==> src/rtl/tx_frame_sched.sv <==
// tx_frame_sched: arbitrates the ADC sample stream and a single-word status channel
// onto the tx serializer, framing each transfer as header, payload, inter-frame gap.
module tx_frame_sched #(
  parameter int PAYLOAD_WORDS = 32,
  parameter int IFG_CYCLES    = 12,
  parameter int MAX_BURST     = 4
) (
  input  logic        clk125,
  input  logic        reset,
  input  logic        fifo_afull,
  output logic        fifo_rden,
  input  logic [39:0] fifo_q,
  input  logic        stat_req,
  input  logic [39:0] stat_data,
  output logic        stat_ack,
  output logic [39:0] odata,
  output logic        ovalid,
  output logic        osof,
  output logic        oeof,
  input  logic        oready,
  output logic        busy,
  output logic [2:0]  dbg_state
);

  localparam int GW = $clog2(IFG_CYCLES + 1);
  localparam int BW = (MAX_BURST > 0) ? $clog2(MAX_BURST + 1) : 1;
  localparam logic [7:0]    PW8   = 8'(PAYLOAD_WORDS);
  localparam logic [GW-1:0] GLAST = GW'(IFG_CYCLES - 1);
  localparam logic [BW-1:0] BMAX  = BW'(MAX_BURST);

  typedef enum logic [2:0] {S_IDLE, S_HDR, S_SAMP, S_STAT, S_GAP} state_e;

  state_e        state_q, state_d;
  logic [39:0]   odata_q, odata_d;
  logic          ovalid_q, ovalid_d;
  logic          osof_q, osof_d;
  logic          oeof_q, oeof_d;
  logic [15:0]   seq_q, seq_d;
  logic [BW-1:0] burst_cnt_q, burst_cnt_d;
  logic [7:0]    rd_cnt_q, rd_cnt_d;
  logic [7:0]    wr_cnt_q, wr_cnt_d;
  logic          inflight_q, inflight_d;
  logic [GW-1:0] gap_cnt_q, gap_cnt_d;
  logic          is_stat_q, is_stat_d;
  logic          xfer;

  // Output handshake: a word moves on a cycle where ovalid && oready; while ovalid is
  // high and oready low, odata/osof/oeof are held. The output register is the only buffer.
  always_ff @(posedge clk125 or posedge reset) begin
    if (reset) begin
      state_q     <= S_IDLE;
      odata_q     <= '0;
      ovalid_q    <= 1'b0;
      osof_q      <= 1'b0;
      oeof_q      <= 1'b0;
      seq_q       <= '0;
      burst_cnt_q <= '0;
      rd_cnt_q    <= '0;
      wr_cnt_q    <= '0;
      inflight_q  <= 1'b0;
      gap_cnt_q   <= '0;
      is_stat_q   <= 1'b0;
    end else begin
      state_q     <= state_d;
      odata_q     <= odata_d;
      ovalid_q    <= ovalid_d;
      osof_q      <= osof_d;
      oeof_q      <= oeof_d;
      seq_q       <= seq_d;
      burst_cnt_q <= burst_cnt_d;
      rd_cnt_q    <= rd_cnt_d;
      wr_cnt_q    <= wr_cnt_d;
      inflight_q  <= inflight_d;
      gap_cnt_q   <= gap_cnt_d;
      is_stat_q   <= is_stat_d;
    end
  end

  always_comb begin
    state_d     = state_q;
    odata_d     = odata_q;
    ovalid_d    = ovalid_q;
    osof_d      = osof_q;
    oeof_d      = oeof_q;
    seq_d       = seq_q;
    burst_cnt_d = burst_cnt_q;
    rd_cnt_d    = rd_cnt_q;
    wr_cnt_d    = wr_cnt_q;
    inflight_d  = inflight_q;
    gap_cnt_d   = gap_cnt_q;
    is_stat_d   = is_stat_q;
    xfer        = ovalid_q && oready;
    fifo_rden   = (state_q == S_SAMP) && (rd_cnt_q < PW8) && !inflight_q &&
                  (!ovalid_q || oready);
    stat_ack    = (state_q == S_STAT) && xfer;

    case (state_q)
      S_IDLE: begin
        // Status preempts samples only when no samples are pending or the burst quota is used.
        if (stat_req && (!fifo_afull || burst_cnt_q >= BMAX)) begin
          is_stat_d   = 1'b1;
          burst_cnt_d = '0;
          odata_d     = {8'hA5, 8'h02, seq_q, 8'd1};
        end else if (fifo_afull) begin
          is_stat_d   = 1'b0;
          if (burst_cnt_q < BMAX) burst_cnt_d = burst_cnt_q + BW'(1);
          odata_d     = {8'hA5, 8'h01, seq_q, PW8};
        end
        if (stat_req || fifo_afull) begin
          state_d  = S_HDR;
          ovalid_d = 1'b1;
          osof_d   = 1'b1;
          oeof_d   = 1'b0;
          rd_cnt_d = '0;
          wr_cnt_d = '0;
        end
      end
      S_HDR: begin
        if (xfer) begin
          seq_d  = seq_q + 16'd1;
          osof_d = 1'b0;
          if (is_stat_q) begin
            odata_d = stat_data;
            oeof_d  = 1'b1;
            state_d = S_STAT;
          end else begin
            ovalid_d = 1'b0;
            state_d  = S_SAMP;
          end
        end
      end
      S_SAMP: begin
        if (xfer) begin
          ovalid_d = 1'b0;
          oeof_d   = 1'b0;
          if (oeof_q) begin
            state_d   = S_GAP;
            gap_cnt_d = '0;
          end
        end
        if (fifo_rden) begin
          inflight_d = 1'b1;
          rd_cnt_d   = rd_cnt_q + 8'd1;
        end
        // fifo_q is valid the cycle after rden; the register is free by construction.
        if (inflight_q) begin
          inflight_d = 1'b0;
          odata_d    = fifo_q;
          ovalid_d   = 1'b1;
          oeof_d     = (wr_cnt_q + 8'd1 == PW8);
          wr_cnt_d   = wr_cnt_q + 8'd1;
        end
      end
      S_STAT: begin
        if (xfer) begin
          ovalid_d  = 1'b0;
          oeof_d    = 1'b0;
          state_d   = S_GAP;
          gap_cnt_d = '0;
        end
      end
      S_GAP: begin
        if (gap_cnt_q == GLAST) state_d = S_IDLE;
        else gap_cnt_d = gap_cnt_q + GW'(1);
      end
      default: state_d = S_IDLE;
    endcase
  end

  assign odata     = odata_q;
  assign ovalid    = ovalid_q;
  assign osof      = osof_q;
  assign oeof      = oeof_q;
  assign busy      = (state_q != S_IDLE);
  assign dbg_state = state_q;

endmodule

==> config.mk <==
export PLATFORM = sky130hd
export DESIGN_NAME = tx_frame_sched
export DESIGN_NICKNAME = d
export VERILOG_FILES = /design/src/rtl/tx_frame_sched.sv
export SDC_FILE = /design/constraint.sdc
export NUM_CORES = 1
export LEC_CHECK = 0
export CAP_MARGIN = 0
export CORE_ASPECT_RATIO = 1.75
export CORE_UTILIZATION = 45
export DETAILED_ROUTE_END_ITERATION = 10
export GPL_ROUTABILITY_DRIVEN = 0
export MAX_ROUTING_LAYER = met4
export PLACE_DENSITY = 0.77
export SLEW_MARGIN = 0
export SYNTH_ARGS = -nofsm -noshare
export SYNTH_HDL_FRONTEND = slang
export SYNTH_SLANG_ARGS = --single-unit
==> constraint.sdc <==
create_clock -name clk125 -period 4.8 [get_ports clk125]
set_input_delay 0.96 -clock clk125 [delete_from_list [all_inputs] [get_ports clk125]]
set_output_delay 0.96 -clock clk125 [all_outputs]
set_load 0.05 [all_outputs]
==> results <==
- The flow ran to the end, and the final reports show no timing, DRC or antenna violations.
- The area inside the core boundary is about 0.0095 mm2.
- Detailed routing inserted a total of roughly 3800 vias.
- The clock passes through at most 2 buffers.
- Setup repair after global routing left no endpoint under its margin.
- The classification of the worst setup path is in2out.
- The area of the die is 0.01035 mm2.
- In this run, distinct cell masters in the synthesized netlist total 59.
- In this run the top signal layer used is met4.
- Once placement finished, the instance area stood at approximately 0.0059 mm2.
- The count of non-filler cells in the finished layout is roughly 660.
- In the layout the commonest cells are sky130_fd_sc_hd__clkdlybuf4s50_1, sky130_fd_sc_hd__dfrtp_1, sky130_fd_sc_hd__a22o_1, sky130_fd_sc_hd__o21ai_0.
- The die is around 130 um tall.
- The final count of hold timing violations is 0.
- In the final routing, the length of wire on met1 measures between 4000 and 5000 um.
- The die is around 77 um wide.
- The setup check on the worst reg-to-reg path leaves a slack of roughly 1.9 ns.
- The number of instances in the synthesized netlist is approximately 410.
- For this block, the initial DRC count from the detailed router was 230.
- At the worst endpoint, the required time is between 3 and 4 ns.
- The detail-routed via count per cell is approximately 5.7.
- The peak supply drop is around 0.31 mV.
- The tool flagged a number of max-cap violations equal to 0.
- Between clock sinks in the finished design, the worst skew comes to between 0.006 and 0.007 ns.
- The start point of the critical path is oready.
- The critical path arrival is about 2.8 ns.
- The worst setup path is launched from a primary input.
- Once detailed placement completed, the half-perimeter wirelength came to approximately 8500 um.
- The CTS tree is yes.
- The worst pin sits at a relative slew slack of 28.65%.
- The footprint of the multi-input gates is ~0.0021 mm2.
- The tightest min-delay check is of the reg2reg type.
- The power consumption is about 4 mW.
- Of the available clock period, the critical path in the final layout requires between 70% and 80%.
- The leftover overflow at the end of global routing is 0.
- During placement, the flow inserted port buffers numbering ~130.
- Clock tree synthesis found a total of 87 sinks.
- The nature of the critical path endpoint is an output pin.
- After clock tree synthesis, the setup repair step added 0 buffers.
- With fillers left out, the area of the finished cells amounts to ~0.0061 mm2.
- For the finished layout, the period the worst path requires is around 3.7 ns.
- During I/O placement, the number of pins put on the boundary was roughly 130.
- The number of cells traversed by the worst register-to-register path is 5.
- After detailed routing, the average wire length per cell comes to roughly 18 um.
- In this run the remaining antenna-violating nets after routing total 0.
- The net count of the mapped netlist is 505.
- The transition at the pin with the smallest max-transition slack is ~1.1 ns.
- The starting utilization of the core area is 46.90%.
- Global routing consumed, over all layers together, 24.99% of the routing resources.
- For this run, the leading register cell type out of synthesis is sky130_fd_sc_hd__dfrtp_1.
- For this run, asynchronously set or reset flops after synthesis account for 100.0%.
- Entering global routing, the biggest net connects 62 pins.
- Each instance of the synthesized netlist takes up on average around 11 um2.
- Counting flops with a built-in enable in the synthesized netlist gives 0.
- The count of placed standard cells including taps is between 600 and 700.
- The area of the mapped netlist is approximately 0.0045 mm2.
- The number of antenna diodes in the final layout is 0.
- Yosys printed 0 warnings.
- The post-synthesis sequential element count is 87.
- The total negative setup slack is 0 ns.
- Across the whole layout, storage elements account for 0.002177 mm2.
- The DRC violations left is 0.
- Post-CTS repair changed the size of 0 cells.
- The highest achievable clock rate is roughly 270 MHz.
- The layout overhead on the synthesized area is 37.61%.
- Fill cells in the final layout number about 800.
- The total power density per cell area is about 650 mW/mm2.
- Cells with a size suffix above 1 make up under 10% of the layout.
- In this run the critical register-to-register path is captured at odata[39].
- The cell leakage power is 2.634 nW.
- The level count of the clock H-tree is 3.
- The number of placement rows is 47.
- Clock-pin slew was measured on the worst setup and hold paths at about 0.06 ns.
- The number of antenna violations at the first check in global routing is 0.
- For this design, the CTS-stage hold fixing added 0 buffers.
- In this run the critical register-to-register path is launched from dbg_state[0].
- The routed wire length on met3 is about 470 um.
- The sequential element share of the synthesized area is approximately half.
- The critical path capture point is fifo_rden.
- The TritonCTS buffer count is 9.
- The total setup violations reported at the end of the flow is 0.
- The worst hold path cell count is 1.
- The master cell of the clock root buffer is sky130_fd_sc_hd__clkbuf_16.
- The number of global-route vias before repair was between 3000 and 4000.
- The number of nets in the finished design is 631.
- The routed wire length is 11960 um.
- The first global-routing pass estimated ~20000 um of wire.
- The library cell used most frequently in the layout, excluding fill and tap cells, is sky130_fd_sc_hd__clkdlybuf4s50_1.
- The number of search-and-repair iterations in the first detailed-routing pass is 5.
- The sum of met2 wire segment lengths after detailed routing is 6446 um.
- Of all nets on the critical path, the largest fanout is 7.
- The max-slew violation total from the final report is 0.
- Clock latency on the worst-skew pair, taken at its later pin, is around 0.33 ns.
## cells in the mapped netlist, types with 2 or more instances
cell type | instances | area, um2
sky130_fd_sc_hd__dfrtp_1 | 87 | 2177
sky130_fd_sc_hd__a22o_1 | 32 | 280.3
sky130_fd_sc_hd__o21ai_0 | 26 | 130.1
sky130_fd_sc_hd__a21oi_1 | 25 | 125.1
sky130_fd_sc_hd__inv_1 | 25 | 93.84
sky130_fd_sc_hd__mux2_1 | 25 | 281.5
sky130_fd_sc_hd__nand2_1 | 19 | 71.32
sky130_fd_sc_hd__buf_2 | 18 | 90.09
sky130_fd_sc_hd__mux2i_1 | 17 | 170.2
sky130_fd_sc_hd__xnor2_1 | 16 | 140.1
sky130_fd_sc_hd__nand3_1 | 15 | 75.07
sky130_fd_sc_hd__nor2_1 | 12 | 45.04
sky130_fd_sc_hd__nand4_1 | 11 | 68.82
sky130_fd_sc_hd__ha_1 | 6 | 75.07
sky130_fd_sc_hd__or3_1 | 5 | 31.28
sky130_fd_sc_hd__a221o_1 | 4 | 40.04
sky130_fd_sc_hd__a22oi_1 | 4 | 30.03
sky130_fd_sc_hd__and2_1 | 4 | 25.02
sky130_fd_sc_hd__and4_1 | 4 | 35.03
sky130_fd_sc_hd__nand2b_1 | 4 | 25.02
sky130_fd_sc_hd__a32oi_1 | 3 | 26.28
sky130_fd_sc_hd__clkbuf_1 | 3 | 11.26
sky130_fd_sc_hd__xor2_1 | 3 | 26.28
sky130_fd_sc_hd__a211oi_1 | 2 | 15.01
sky130_fd_sc_hd__a31oi_1 | 2 | 12.51
sky130_fd_sc_hd__and3_1 | 2 | 12.51
sky130_fd_sc_hd__and3b_1 | 2 | 17.52
sky130_fd_sc_hd__and4b_1 | 2 | 20.02
sky130_fd_sc_hd__nor2b_1 | 2 | 12.51
sky130_fd_sc_hd__nor3b_2 | 2 | 25.02
sky130_fd_sc_hd__o2bb2ai_1 | 2 | 17.52
sky130_fd_sc_hd__o31ai_1 | 2 | 15.01
sky130_fd_sc_hd__or3b_1 | 2 | 17.52
## through the flow
stage	worst slack, ns	hold WS, ns	util, %
4_1_cts	1.114	0.4909	64.54
5_1_grt	0.9944	0.4974	64.54
3_3_place_gp	1.154	0.4664	61.89
2_1_floorplan	1.590	0.4458	-
3_5_place_dp	1.136	0.4780	61.89
6_report	1.085	0.4886	64.54
## layer usage
layer  track usage (%)  up-vias
li1                  -     1773
met1             27.56     1871
met2             43.71      135
met3             4.762       30
met4             10.27        0
met5                 -        -
## critical path, cell delays in order
cell and delay [ns]:
sky130_fd_sc_hd__clkdlybuf4s50_1 0.61, sky130_fd_sc_hd__nand2b_1 0.17, sky130_fd_sc_hd__nand3_1 0.12, sky130_fd_sc_hd__inv_1 0.09
sky130_fd_sc_hd__clkdlybuf4s50_1 0.80
## state kept, by name, indices dropped and copies added (netlist names), 3 cells and up
| name | cells |
|---|---|
| dbg_state | 3 |
| odata | 40 |
| seq_q | 16 |
| gap_cnt_q | 4 |
| rd_cnt_q | 8 |
| wr_cnt_q | 8 |
| burst_cnt_q | 3 |
## area by class of cell
| type | count | area share, % |
|---|---|---|
| Tap cell | 122 | 2.483 |
| Clock inverter | 2 | 0.1628 |
| Timing Repair Buffer | 137 | 22.14 |
| Multi-Input combinational cell | 280 | 34.31 |
| Clock buffer | 11 | 3.948 |
| Inverter | 25 | 1.547 |
| Sequential cell | 87 | 35.41 |
## how the worst min path moves through the flow
stage                startpoint           to
global placement      seq_q[15]    seq_q[15]
finish                seq_q[15]    seq_q[15]
detailed placement  rd_cnt_q[7]  rd_cnt_q[7]
floorplan             seq_q[15]    seq_q[15]
CTS                 rd_cnt_q[7]  rd_cnt_q[7]
global route        rd_cnt_q[7]  rd_cnt_q[7]
## cells by family (layout without fill, tap and decap cells)
kind of cell,count (synthesis),in the layout,synth area share (%)
AOI/OAI and AO/OA,114,114,17.92
xor gates and xnor gates,19,19,3.724
adders and majority gates,6,6,1.680
buffers and inverters,47,175,4.537
DFF,87,87,48.73
muxes,43,43,10.36
and+or+nand+nor,98,98,13.05
## power by group
part	switching (mW)	internal [mW]	total, mW
registers	0.202	0.957	1.16
clock network	0.263	0.354	0.618
logic	1.35	0.855	2.21
total	1.82	2.17	3.98
(Power assumes the default switching activity.)
